**config.mk**
```make
export PLATFORM = sky130hd
export DESIGN_NAME = uart_rx_fifo
export DESIGN_NICKNAME = d
export VERILOG_FILES = /design/src/rtl/uart_rx_fifo_pkg.sv /design/src/rtl/uart_rx_fifo.sv
export SDC_FILE = /design/constraint.sdc
export NUM_CORES = 1
export LEC_CHECK = 0
export CORE_AREA = 4 4 148 150
export CTS_CLUSTER_DIAMETER = 200
export CTS_CLUSTER_SIZE = 10
export DETAILED_ROUTE_END_ITERATION = 7
export DIE_AREA = 0 0 152 154
export DONT_BUFFER_PORTS = 1
export PLACE_DENSITY_LB_ADDON = 0.12
export SLEW_MARGIN = 20
export SYNTH_ARGS = -nofsm -noshare
export SYNTH_HDL_FRONTEND = slang
export SYNTH_SLANG_ARGS = --single-unit
export TNS_END_PERCENT = 30
```
**constraint.sdc**
```tcl
create_clock -name clk -period 3.4 [get_ports clk]
set_input_delay 0.68 -clock clk [delete_from_list [all_inputs] [get_ports clk]]
set_output_delay 0.68 -clock clk [all_outputs]
set_load 0.005 [all_outputs]
```
**src/rtl/uart_rx_fifo_pkg.sv**
```systemverilog
// Shared defaults and decode types for the UART receive buffer.
// The transmit-side buffer imports the same package so widths stay in lockstep.
package uart_rx_fifo_pkg;

  localparam int DBIT_DEF   = 8;
  localparam int AWIDTH_DEF = 4;

  // Per-cycle request decode, encoded as {wr, rd}.
  typedef enum logic [1:0] {
    OP_IDLE  = 2'b00,
    OP_READ  = 2'b01,
    OP_WRITE = 2'b10,
    OP_BOTH  = 2'b11
  } fifo_op_e;

endpackage

```
**src/rtl/uart_rx_fifo.sv**
```systemverilog
// Show-ahead receive FIFO between the UART receiver and the host side.
// Bytes pushed while full are dropped and latched in a sticky overflow flag.
module uart_rx_fifo
  import uart_rx_fifo_pkg::*;
#(
  parameter int DBIT   = DBIT_DEF,
  parameter int AWIDTH = AWIDTH_DEF
) (
  input  logic              clk,
  input  logic              reset,
  input  logic              wr,
  input  logic [DBIT-1:0]   w_data,
  input  logic              rd,
  output logic [DBIT-1:0]   r_data,
  output logic              empty,
  output logic              full,
  output logic [AWIDTH:0]   count,
  output logic              overflow,
  input  logic              clr_ovf
);

  localparam int DEPTH = 1 << AWIDTH;
  localparam logic [AWIDTH:0] FULL_COUNT = {1'b1, {AWIDTH{1'b0}}};

  // Handshake: wr and rd are single-cycle strobes with no back-pressure.
  // wr is taken when not full (or when full with a simultaneous rd), else
  // the byte is dropped and overflow is set; rd pops r_data when not empty
  // and is silently ignored when empty.

  logic [DBIT-1:0]   mem [DEPTH];
  logic [AWIDTH-1:0] w_ptr, r_ptr;
  logic [AWIDTH:0]   count_q, count_next;
  logic              empty_q, full_q, ovf_q;
  logic              empty_next, full_next, ovf_next;
  logic              do_wr, do_rd, drop;
  fifo_op_e          op;

  always_comb begin
    op    = fifo_op_e'({wr, rd});
    do_wr = 1'b0;
    do_rd = 1'b0;
    drop  = 1'b0;
    unique case (op)
      OP_IDLE: ;
      OP_WRITE: begin
        do_wr = !full_q;
        drop  = full_q;
      end
      OP_READ: do_rd = !empty_q;
      OP_BOTH: begin
        // Empty: write only. Full: the pop frees the slot the push takes.
        do_wr = 1'b1;
        do_rd = !empty_q;
      end
      default: ;
    endcase
  end

  always_comb begin
    count_next = count_q;
    unique case ({do_wr, do_rd})
      2'b10:   count_next = count_q + (AWIDTH+1)'(1);
      2'b01:   count_next = count_q - (AWIDTH+1)'(1);
      default: count_next = count_q;
    endcase
    full_next  = (count_next == FULL_COUNT);
    empty_next = (count_next == '0);
    ovf_next   = ovf_q;
    if (drop)         ovf_next = 1'b1;
    else if (clr_ovf) ovf_next = 1'b0;
  end

  always_ff @(posedge clk or negedge reset) begin
    if (!reset) begin
      w_ptr   <= '0;
      r_ptr   <= '0;
      count_q <= '0;
      empty_q <= 1'b1;
      full_q  <= 1'b0;
      ovf_q   <= 1'b0;
    end else begin
      if (do_wr) w_ptr <= w_ptr + AWIDTH'(1);
      if (do_rd) r_ptr <= r_ptr + AWIDTH'(1);
      count_q <= count_next;
      empty_q <= empty_next;
      full_q  <= full_next;
      ovf_q   <= ovf_next;
    end
  end

  // Storage is not reset so it maps onto distributed RAM.
  always_ff @(posedge clk) begin
    if (do_wr) mem[w_ptr] <= w_data;
  end

  assign r_data   = mem[r_ptr];
  assign empty    = empty_q;
  assign full     = full_q;
  assign count    = count_q;
  assign overflow = ovf_q;

endmodule

```
# Word level (Yosys, flattened, before mapping)
# Memory sizes are Yosys's and may differ from the RTL's.
# Cells that the tools add are included.
[totals]
out_inout_bits = 16
ram_bits = 128
n_memories = 1
regBits = 16
[classes]
mux = 8
eq_ne = 6
reduce_logical = 5
n_addsub = 4
[memory_table]
columns = ["name", "depth", "width", "rd", "rd_ports_with_merged_regs", "write_ports", "line_no", "rtl"]
rows = [
  ["mem", 16, 8, 1, 0, 1, "uart_rx_fifo.sv:30", "logic [DBIT-1:0] mem [DEPTH];"],
]
[ops]
columns = ["op", "count"]
rows = [
  ["$pmux 5 s2", 1],
  ["$add 4x1->4 const B", 2],
  ["$eq 2x2->1 const B", 3],
  ["$mux 1", 6],
  ["$add 5x1->5 const B", 1],
  ["$eq 5x5->1 const B", 1],
  ["$logic_not 5->1", 1],
  ["$sub 5x1->5 const B", 1],
  ["$eq 2x1->1 const B", 2],
  ["$logic_not 1->1", 2],
  ["$pmux 1 s2", 1],
  ["$reduce_bool 2->1", 1],
  ["$reduce_or 2->1", 1],
]

# Depth between registers and ports, before layout
# Gate-level depths: netlist (run 1).
[logic_depth]
ltp_word = 6
mapped_depth = 11
mapped_depth_nobuf = 9

# Least setup slack after synthesis (run 1)
# OpenSTA, ideal clock, no wires.
[synth_path]
path_kind = "input port to flip-flop"
startpoint = "in rd"
endpoint = "reg full_q, in the netlist full"
required_time_ps = 3262
t_arrival_ps = 2682
cell_stages = 9
setup_slack_ps = 580
path_cell_list = "nand2b_1 > and2_1 > clkbuf_1 > inv_2 > ha_1 > or4b_4 > a2111oi_2 > nor3b_2 > nor3b_2"
[synth_via]
elab_chain_cells = 6
[synth_lines]
columns = ["item", "line_no", "rtl"]
rows = [
  ["from (decl)", "uart_rx_fifo.sv:13", "input logic rd,"],
  ["$eq 2x2->1 / $eq 2x1->1 (equally long branches)", "uart_rx_fifo.sv:43", "unique case (op)"],
  ["$reduce_or 2->1 (no source line)", "n/a", ""],
  ["$mux 1", "n/a", ""],
  ["$eq 2x1->1 / $eq 2x2->1 (equally long branches)", "uart_rx_fifo.sv:61", "unique case ({do_wr, do_rd})"],
  ["$pmux 5 s2 *", "uart_rx_fifo.sv:61", ""],
  ["net count_next[4]", "uart_rx_fifo.sv:32", "logic [AWIDTH:0] count_q, count_next;"],
  ["$eq 5x5->1 *", "uart_rx_fifo.sv:66", "full_next = (count_next == FULL_COUNT);"],
  ["net full_next", "uart_rx_fifo.sv:34", "logic empty_next, full_next, ovf_next;"],
  ["to (signal assigned)", "uart_rx_fifo.sv:86", "full_q <= full_next;"],
  ["to (decl)", "uart_rx_fifo.sv:33", "logic empty_q, full_q, ovf_q;"],
]
# The timed path passes the listed nets; every way through them passes the cells marked *.
# A chain may end at the register's enable or synchronous reset.

# Worst setup path after layout (run 1)
[layout_path]
startpoint = "reg r_ptr[0]"
endpoint = "out r_data[6]"
[layout_via]
elab_chain_cells = 1
[layout_lines]
columns = ["item", "line_no", "rtl"]
rows = [
  ["from (decl)", "uart_rx_fifo.sv:31", "logic [AWIDTH-1:0] w_ptr, r_ptr;"],
  ["from (signal assigned)", "uart_rx_fifo.sv:83", "if (do_rd) r_ptr <= r_ptr + AWIDTH'(1);"],
  ["$mem_v2 16x8", "n/a", ""],
  ["to (decl)", "uart_rx_fifo.sv:14", "output logic [DBIT-1:0] r_data,"],
]
# Every way passes these cells.

==> summary.md, run 1 <==
| Metric | Value |
|---|---|
| PostCTS Resize Cnt | `0` |
| Core Box Area | `20700 µm²` |
| Via density | `4.61` |
| Crit path time final | `2870 ps` |
| Mapped cell area | `5900 µm²` |
| Post-place setup slack | `386 ps` |
| Cell taking the most area after synthesis | `edfxtp_1` |
| Synthesized instance count | `301` |
| Yosys warnings | `0` |
| Crit end category | `output port` |
| Worst-margin pin slew | `794 ps` |
| Placed cell area | `6280 µm²` |
| Critical path arrival | `2190 ps` |
| Yosys reg bits | `144` |
| Clock sinks | `144` |
| Clk root buf | `clkbuf_16` |
| Worst setup SP type | `register` |
| Dominant cells by area after synthesis | `edfxtp_1 (65%), mux4_2 (15%), dfrtp_1 (6.4%)` |
| Slew Limit Fails | `0` |
| CTS Buffer Depth | `2` |
| Synth-to-Final Area Change | `16.7%` |
| Layout cell share with drive strength beyond 1 | `28.8%` |
| Reg-to-reg setup timing slack | `700 ps` |
| Die Span Y | `154 µm` |
| Sw Share | `30.1%` |
| Slew headroom | `47.1%` |
| Syn_area_per_cell | `19.6 µm²` |
| Hold_buf cts | `1` |
| Post-synth net total | `321` |
| Drt drc | `0` |
| Simple-gate share of the synthesized area | `5.30%` |
| Netlist cell types | `40` |
| Clock group share of total power | `32.1%` |
| Min Hold Slack | `103 ps` |
| Outcome | `completed` |
| Compound-gate portion of the synthesized area | `1.44%` |
| Port bufs | `0` |
| Static Leak | `0.00221 µW` |
| Vias in the first global route | `2973` |
| Pint | `4120 µW` |
| Top-Level Pins | `29` |
| DRT iter0 DRCs | `120` |
| Top-area cell type share of the netlist area | `65.1%` |
| Critical Path Fanout Max | `35` |
| Comb power frac | `26.6%` |
| Nets | `333` |
| Max-cap check violation count | `0` |
| Fin area | `6890 µm²` |
| Final setup skew | `7.26 ps` |
| Critical path class | `register to output port` |
| GPL Wtd Cong | `0.746` |
| # fillers | `1996` |
| Switching power | `1780 µW` |
| Die Width | `152 µm` |
| Sequential fraction of the synthesis area | `71.9%` |
| Max VDD drop | `0.333 mV` |
| Worst r2r src | `empty` |
| Post-CTS setup buffers | `0` |
| Vias | `2768` |
| Reg power frac | `41.3%` |
| Worst path required time | `2720 ps` |
| Worst skew pair latency | `410 ps` |
| Post-DP HPWL | `8130 µm` |
| CTS tree | `built` |
| Antenna Nets Post-Route | `0` |
| Antenna violations before repair | `0` |
| # rows | `53` |
| Final Hold Vio Count | `0` |
| Drt wl/cell | `22.1 µm` |
| WL final | `13300 µm` |
| HP Class | `input pin to asynchronous set/reset pin` |
| Post-synthesis xor/xnor area fraction | `1.48%` |
| Final setup viols | `0` |
| All-layer global routing usage | `11.8%` |
| Placed insts | `568` |
| Final cycle utilization of the critical path | `84.5%` |
| Grt total ovfl | `0` |
| Worst r2r dst | `full` |
| Pin count of the biggest net entering global routing | `36` |
| Max Fclk | `348 MHz` |
| Fin worst setup slack | `528 ps` |
| Largest family of logic cells by synthesized area | `multiplexers` |
| Mux share of post-synthesis cell area | `16.2%` |
| Finished Layout Cells | `601` |
| Drt pass-1 iters | `4` |
| H-Tree Level Count | `4` |
| PwrDens | `856 nW/µm²` |
| Global-route wire length before repair | `19800 µm` |
| RSZ-0062 raised after global routing | `no` |
| Final TNS setup | `0 ps` |
| Reg2Reg Depth | `7` |
| Total CTS buffers | `17` |
| # diodes | `0` |
| Clk pin slew, worst setup/hold paths | `60 ps` |
| Adder-cell share of the synthesized area | `1.48%` |
| Die area | `23400 µm²` |
| Initial core utilization | `28.5%` |
## logic make-up after synthesis
logic type	count (synthesis)
DFF	144
and+or+nand+nor	53
muxes	45
buffers and inverters	31
AOI/OAI and AO/OA	11
xor gates and xnor gates	10
adders and majority gates	7
## state kept, by name, summed over array words and instances (netlist names)
name / count
mem: 128
count: 5
r_ptr: 4
w_ptr: 4
empty: 1
full: 1
overflow: 1
## area by class of cell
class | count | area (µm²) | share of cell area, %
sequential | 144 | 4250 | 61.7
multi-input combinational | 126 | 1550 | 22.5
clock buffer | 20 | 437 | 6.34
tap | 275 | 344 | 5.00
clock inverter | 12 | 159 | 2.31
timing repair buffer | 12 | 105 | 1.53
inverter | 12 | 45.0 | 0.654
## cell usage in the layout (no fill, tap or decap), drive strengths merged, types with 2 or more instances in the layout
master	count
edfxtp	128
mux4	40
clkbuf	20
dfrtp	15
inv	14
buf	11
and2	10
nor2	10
xnor2	8
nand2	8
ha	7
nor4	6
clkinv	5
nand4	4
o21ai	4
nor3b	4
mux2i	3
bufinv	3
a2111oi	3
nor3	3
xor2	2
nand3	2
clkinvlp	2
mux2	2
## power by group through the flow
stage               clock network, µW  registers (µW)  logic (µW)
floorplan                           0            2280        1300
global placement                    0            2480        1630
detailed placement                  0            2480        1640
CTS                              1930            2440        1640
global route                     2010            2470        1730
finish                           1890            2430        1570
## per-layer routing
metal  up-vias  global-route usage, %  wire length (µm)
li1       1233                      -                 -
met1      1480                   15.3              5960
met2        48                   19.1              6560
met3         7                   4.22               673
met4         0                   3.08                98
met5         -                      0                 0
## Yosys cell counts (all sizes together)
| cell | instances |
|---|---|
| a2111oi | 3 |
| a21oi | 1 |
| a31oi | 1 |
| a32oi | 1 |
| and2 | 10 |
| buf | 7 |
| clkbuf | 12 |
| dfrtp | 15 |
| dfstp | 1 |
| edfxtp | 128 |
| ha | 7 |
| inv | 12 |
| mux2 | 2 |
| mux2i | 3 |
| mux4 | 40 |
| nand2 | 8 |
| nand2b | 1 |
| nand3 | 2 |
| nand4 | 4 |
| nor2 | 10 |
| nor2b | 1 |
| nor3 | 3 |
| nor3b | 4 |
| nor4 | 6 |
| nor4b | 1 |
| o21ai | 4 |
| o22ai | 1 |
| or3 | 1 |
| or3b | 1 |
| or4b | 1 |
| xnor2 | 8 |
| xor2 | 2 |
## worst max-delay path, stage by stage, from the launching register on
cell and delay (ps):
dfrtp_2 370, buf_12 290, mux4_2 580, mux4_2 520
## how the worst max path moves through the flow
stage	end	slack, ps	start
after global routing	r_data[1]	420	r_ptr[0]
after CTS	r_data[6]	450	r_ptr[0]
final	r_data[6]	530	r_ptr[0]
after global placement	full	440	wr
after detailed placement	full	390	wr
after floorplan	full	580	rd
## metrics by stage
step	util, %	power, µW
5_1_grt	33.3	6210
2_1_floorplan	-	3580
3_3_place_gp	30.4	4100
4_1_cts	33.3	6020
6_report	33.3	5900
3_5_place_dp	30.4	4110
Note: power is estimated with default switching activity, not from simulation.
==> run 2: changes to the inputs <==
- clock period: 3.4 -> 2.6 ns (I/O delays scaled with it)
==> summary.md, run 2 (synthesis results as in run 1) <==
| Metric | Value |
|---|---|
| Outcome | `finished, violations left` |
| Failing checks | `setup timing` |
| Port bufs | `0` |
| GPL Wtd Cong | `0.751` |
| Synth-to-Final Area Change | `22.9%` |
| WL final | `13300 µm` |
| Slew headroom | `50.5%` |
| M2 GR Usage | `18.7%` |
| # rows | `53` |
| Min Hold Slack | `200 ps` |
| Critical path arrival | `2180 ps` |
| Most common cell after layout, fill and taps aside | `edfxtp_1` |
| RSZ-0062 raised after global routing | `yes` |
| Critical Path Fanout Max | `8` |
| Antenna Nets Post-Route | `0` |
| Initial core utilization | `28.5%` |
| Via density | `4.61` |
| DRT iter0 DRCs | `226` |
| Die Width | `152 µm` |
| Core Box Area | `20700 µm²` |
| Worst path required time | `2080 ps` |
| Global-route wire length before repair | `20100 µm` |
| Vias in the first global route | `3123` |
| Pin count of the biggest net entering global routing | `36` |
| Most frequent cells in the layout | `edfxtp_1 (128), mux4_2 (40), buf_4 (35), clkbuf_16 (17), dfrtp_1 (14)` |
| Layout cell share with drive strength beyond 1 | `34.6%` |
| Total Power | `8310 µW` |
| Met1 GRT Util | `15.6%` |
| Die area | `23400 µm²` |
| Clk pin slew, worst setup/hold paths | `60 ps` |
| Static Leak | `0.00242 µW` |
| Post-DP HPWL | `8470 µm` |
| Clk root buf | `clkbuf_16` |
| Final setup viols | `8` |
| Worst skew pair latency | `410 ps` |
| Top-Level Pins | `29` |
| Crit path time final | `2700 ps` |
| # diodes | `0` |
| Drt wl/cell | `21.0 µm` |
| Finished Layout Cells | `630` |
| Max FFs per register | `128` |
| Critical path class | `register to output port` |
| Nets | `362` |
| Grt total ovfl | `0` |
| Crit end category | `output port` |
| Worst-margin pin slew | `740 ps` |
| Max-cap check violation count | `0` |
| CTS tree | `built` |
| Drt drc | `0` |
| Final cycle utilization of the critical path | `104%` |
| PwrDens | `1150 nW/µm²` |
| CTS Buffer Depth | `2` |
| All-layer global routing usage | `11.9%` |
| Placed insts | `595` |
| Final core utilization | `35.0%` |
| Slew Limit Fails | `0` |
| Die Span Y | `154 µm` |
| GRT Max-Usage Layer | `met2` |
| Clock sinks | `144` |
| Drt pass-1 iters | `4` |
| Max VDD drop | `0.500 mV` |
| Vias | `2904` |
| Worst setup SP type | `register` |
| Antenna violations before repair | `0` |
| Fin worst setup slack | `-105 ps` |
| Met3 Resource Use GR | `3.74%` |
| Total CTS buffers | `17` |
| Final Hold Vio Count | `0` |
| Final setup skew | `6.38 ps` |
| Biggest register | `mem` |
| HP Class | `input pin to register` |
| H-Tree Level Count | `4` |
| Max Fclk | `370 MHz` |
-- run 2: cell types whose count changed in the layout (fill, tap and decap cells not counted), sizes merged --
cell      change
buf          +29
bufinv        +4
inv           -2
clkbuf        -1
clkinvlp      -1
-- run 2: through the flow --
| step | cell area [µm²] | setup TNS (ps) | setup slack, ps |
|---|---|---|---|
| floorplan | 5920 | 0 | 1.96 |
| global placement | 6540 | 0 | 49.7 |
| detailed placement | 6540 | 0 | 37.5 |
| CTS | 7250 | -1140 | -158 |
| global route | 7250 | -1350 | -183 |
| finish | 7250 | -720 | -105 |
-- run 2: path summary, 6_finish.rpt --
path	from	end	slack (ps)	depth (start not counted)
max	r_ptr[0]	r_data[5]	-100	3
min	w_data[7]	mem[12][7]	200	0
max reg2reg	empty	full	230	7
min reg2reg	r_ptr[2]	r_ptr[2]	520	1
max in group asynchronous	reset	r_ptr[0]	1440	1
min in group asynchronous	reset	count[1]	610	1
-- run 2: metal layers --
metal / routed length (µm) / vias to the layer above / part of all wire, %
li1: - / 1294 / -
met1: 5970 / 1522 / 45
met2: 6340 / 68 / 48
met3: 661 / 20 / 5.0
met4: 288 / 0 / 2.2
met5: 0 / - / 0
-- run 2: cell type report --
type	instances	area (µm²)
Sequential cell	144	4250
Timing Repair Buffer	41	373
Clock inverter	13	240
Clock buffer	19	433
Inverter	12	45.0
Fill cell	1981	13400
Tap cell	275	344
Multi-Input combinational cell	126	1570
-- run 2: timing repair --
item                       4_1_cts  5_1_grt
hold endpoints to repair        16        0
setup endpoints to repair        8        8
hold buffers                     1        0
buffers inserted                 2        0
resized for setup                1        0
pin swaps                        0        0
-- run 2: worst max-delay path: stages (launching register included) --
cell     delay (ps)
dfrtp_4         550
buf_4           210
mux4_2          510
mux4_2          500
-- run 2: power breakdown --
part | internal, µW | total [µW] | switching (µW)
Clock | 1880 | 2780 | 895
Sequential | 2850 | 3170 | 316
Combinational | 1270 | 2370 | 1100
==> run 3: changes to the inputs <==
- SKIP_CTS_REPAIR_TIMING: default -> 1
==> summary.md, run 3 (synthesis results as in run 1) <==
| Metric | Value |
|---|---|
| Drt pass-1 iters | `4` |
| Fin area | `7290 µm²` |
| RSZ-0062 raised after global routing | `yes` |
| # diodes | `0` |
| Clk pin slew, worst setup/hold paths | `60 ps` |
| Layout cell share with drive strength beyond 1 | `35.4%` |
| Final core utilization | `35.2%` |
| Final cycle utilization of the critical path | `103%` |
| Placed cell area | `6540 µm²` |
| Worst skew pair latency | `410 ps` |
| Global-route wire length before repair | `20000 µm` |
| CTS tree | `built` |
| Static Leak | `0.00244 µW` |
| Core Box Area | `20700 µm²` |
| Critical path class | `register to output port` |
| Fin worst setup slack | `-89.3 ps` |
| Drt drc | `0` |
| Most frequent cells in the layout | `edfxtp_1 (128), mux4_2 (40), buf_4 (37), clkbuf_16 (17), dfrtp_1 (14)` |
| Comb power frac | `29.5%` |
| Final TNS setup | `-566 ps` |
| Most common cell after layout, fill and taps aside | `edfxtp_1` |
| Failing checks | `setup timing` |
| All-layer global routing usage | `11.9%` |
| Final setup viols | `8` |
| Slew Limit Fails | `0` |
| Clock sinks | `144` |
| Final setup skew | `10.4 ps` |
| Vias | `2924` |
| Port bufs | `0` |
| Initial core utilization | `28.5%` |
| WL final | `13400 µm` |
| Worst-margin pin slew | `781 ps` |
| Drt wl/cell | `21.2 µm` |
| GPL Wtd Cong | `0.751` |
| CTS Buffer Depth | `2` |
| Synth-to-Final Area Change | `23.5%` |
| Pin count of the biggest net entering global routing | `36` |
| Slew headroom | `47.8%` |
| Worst setup SP type | `register` |
| Outcome | `finished, violations left` |
| Switching power | `2330 µW` |
| Max VDD drop | `0.500 mV` |
| Reg-to-reg setup timing slack | `230 ps` |
| Pint | `6050 µW` |
| # fillers | `1980` |
| Antenna violations before repair | `0` |
| Sw Share | `27.8%` |
| Via density | `4.61` |
| HP Class | `input pin to register` |
| Clock group share of total power | `33.1%` |
| Critical Path Fanout Max | `4` |
| Max FFs per register | `128` |
| Crit path time final | `2690 ps` |
| Worst path required time | `2080 ps` |
| Die area | `23400 µm²` |
| PwrDens | `1150 nW/µm²` |
| Top-Level Pins | `29` |
| Final Hold Vio Count | `0` |
| Reg power frac | `37.3%` |
| Max-cap check violation count | `0` |
| Biggest register | `mem` |
| Die Width | `152 µm` |
| Post-DP HPWL | `8470 µm` |
| H-Tree Level Count | `4` |
| Nets | `366` |
| Clk root buf | `clkbuf_16` |
| DRT iter0 DRCs | `195` |
| Post-place setup slack | `37.5 ps` |
| Die Span Y | `154 µm` |
| Antenna Nets Post-Route | `0` |
| Max Fclk | `372 MHz` |
| Grt total ovfl | `0` |
| Vias in the first global route | `3098` |
| Total Power | `8380 µW` |
| Critical path arrival | `2170 ps` |
| # rows | `53` |
| Total CTS buffers | `17` |
| Crit end category | `output port` |
==> run 3: cell types whose count changed in the layout (fill, tap and decap cells not counted), sizes merged <==
cell  delta
buf      +4
==> run 3: area by class of cell <==
class / count / area (µm²) / share of cell area (%)
Multi-Input combinational cell: 126 / 1570 / 21.5
Clock inverter: 13 / 240 / 3.30
Sequential cell: 144 / 4250 / 58.3
Inverter: 12 / 45.0 / 0.618
Timing Repair Buffer: 45 / 410 / 5.63
Clock buffer: 19 / 433 / 5.94
Tap cell: 275 / 344 / 4.72
==> run 3: per-stage QoR <==
stage / std cells / hold WS, ps
final: 634 / 197
after global routing: 634 / 168
after CTS: 627 / -226
after detailed placement: 595 / 225
after global placement: 595 / 225
after floorplan: 301 / 224
==> run 3: path summary, 6_finish.rpt <==
path	startpoint	endpoint	depth (start not counted)
max in group asynchronous	reset	r_ptr[0]	1
min reg2reg	r_ptr[2]	r_ptr[2]	1
max reg2reg	empty	full	7
min	w_data[7]	mem[12][7]	0
min in group asynchronous	reset	count[1]	1
max	r_ptr[0]	r_data[1]	4
==> run 3: power groups by stage <==
stage               registers, µW  clock network, µW  logic (µW)
finish                       3130               2780        2480
global route                 3170               2960        2710
CTS                          3180               2850        2390
detailed placement           3230                  0        2390
global placement             3220                  0        2400
floorplan                    2990                  0        1710
==> run 3: metal layers <==
layer | global-route usage [%] | vias up | routed length (µm)
li1 | - | 1302 | -
met1 | 15.5 | 1533 | 6130
met2 | 18.8 | 71 | 6450
met3 | 3.77 | 18 | 567
met4 | 4.24 | 0 | 269
met5 | 0 | - | 0
==> run 3: worst max-delay path: stages, from the launching register on <==
cell and delay, ps:
dfrtp_4 500, buf_4 180, buf_4 140, mux4_2 430
mux4_2 510
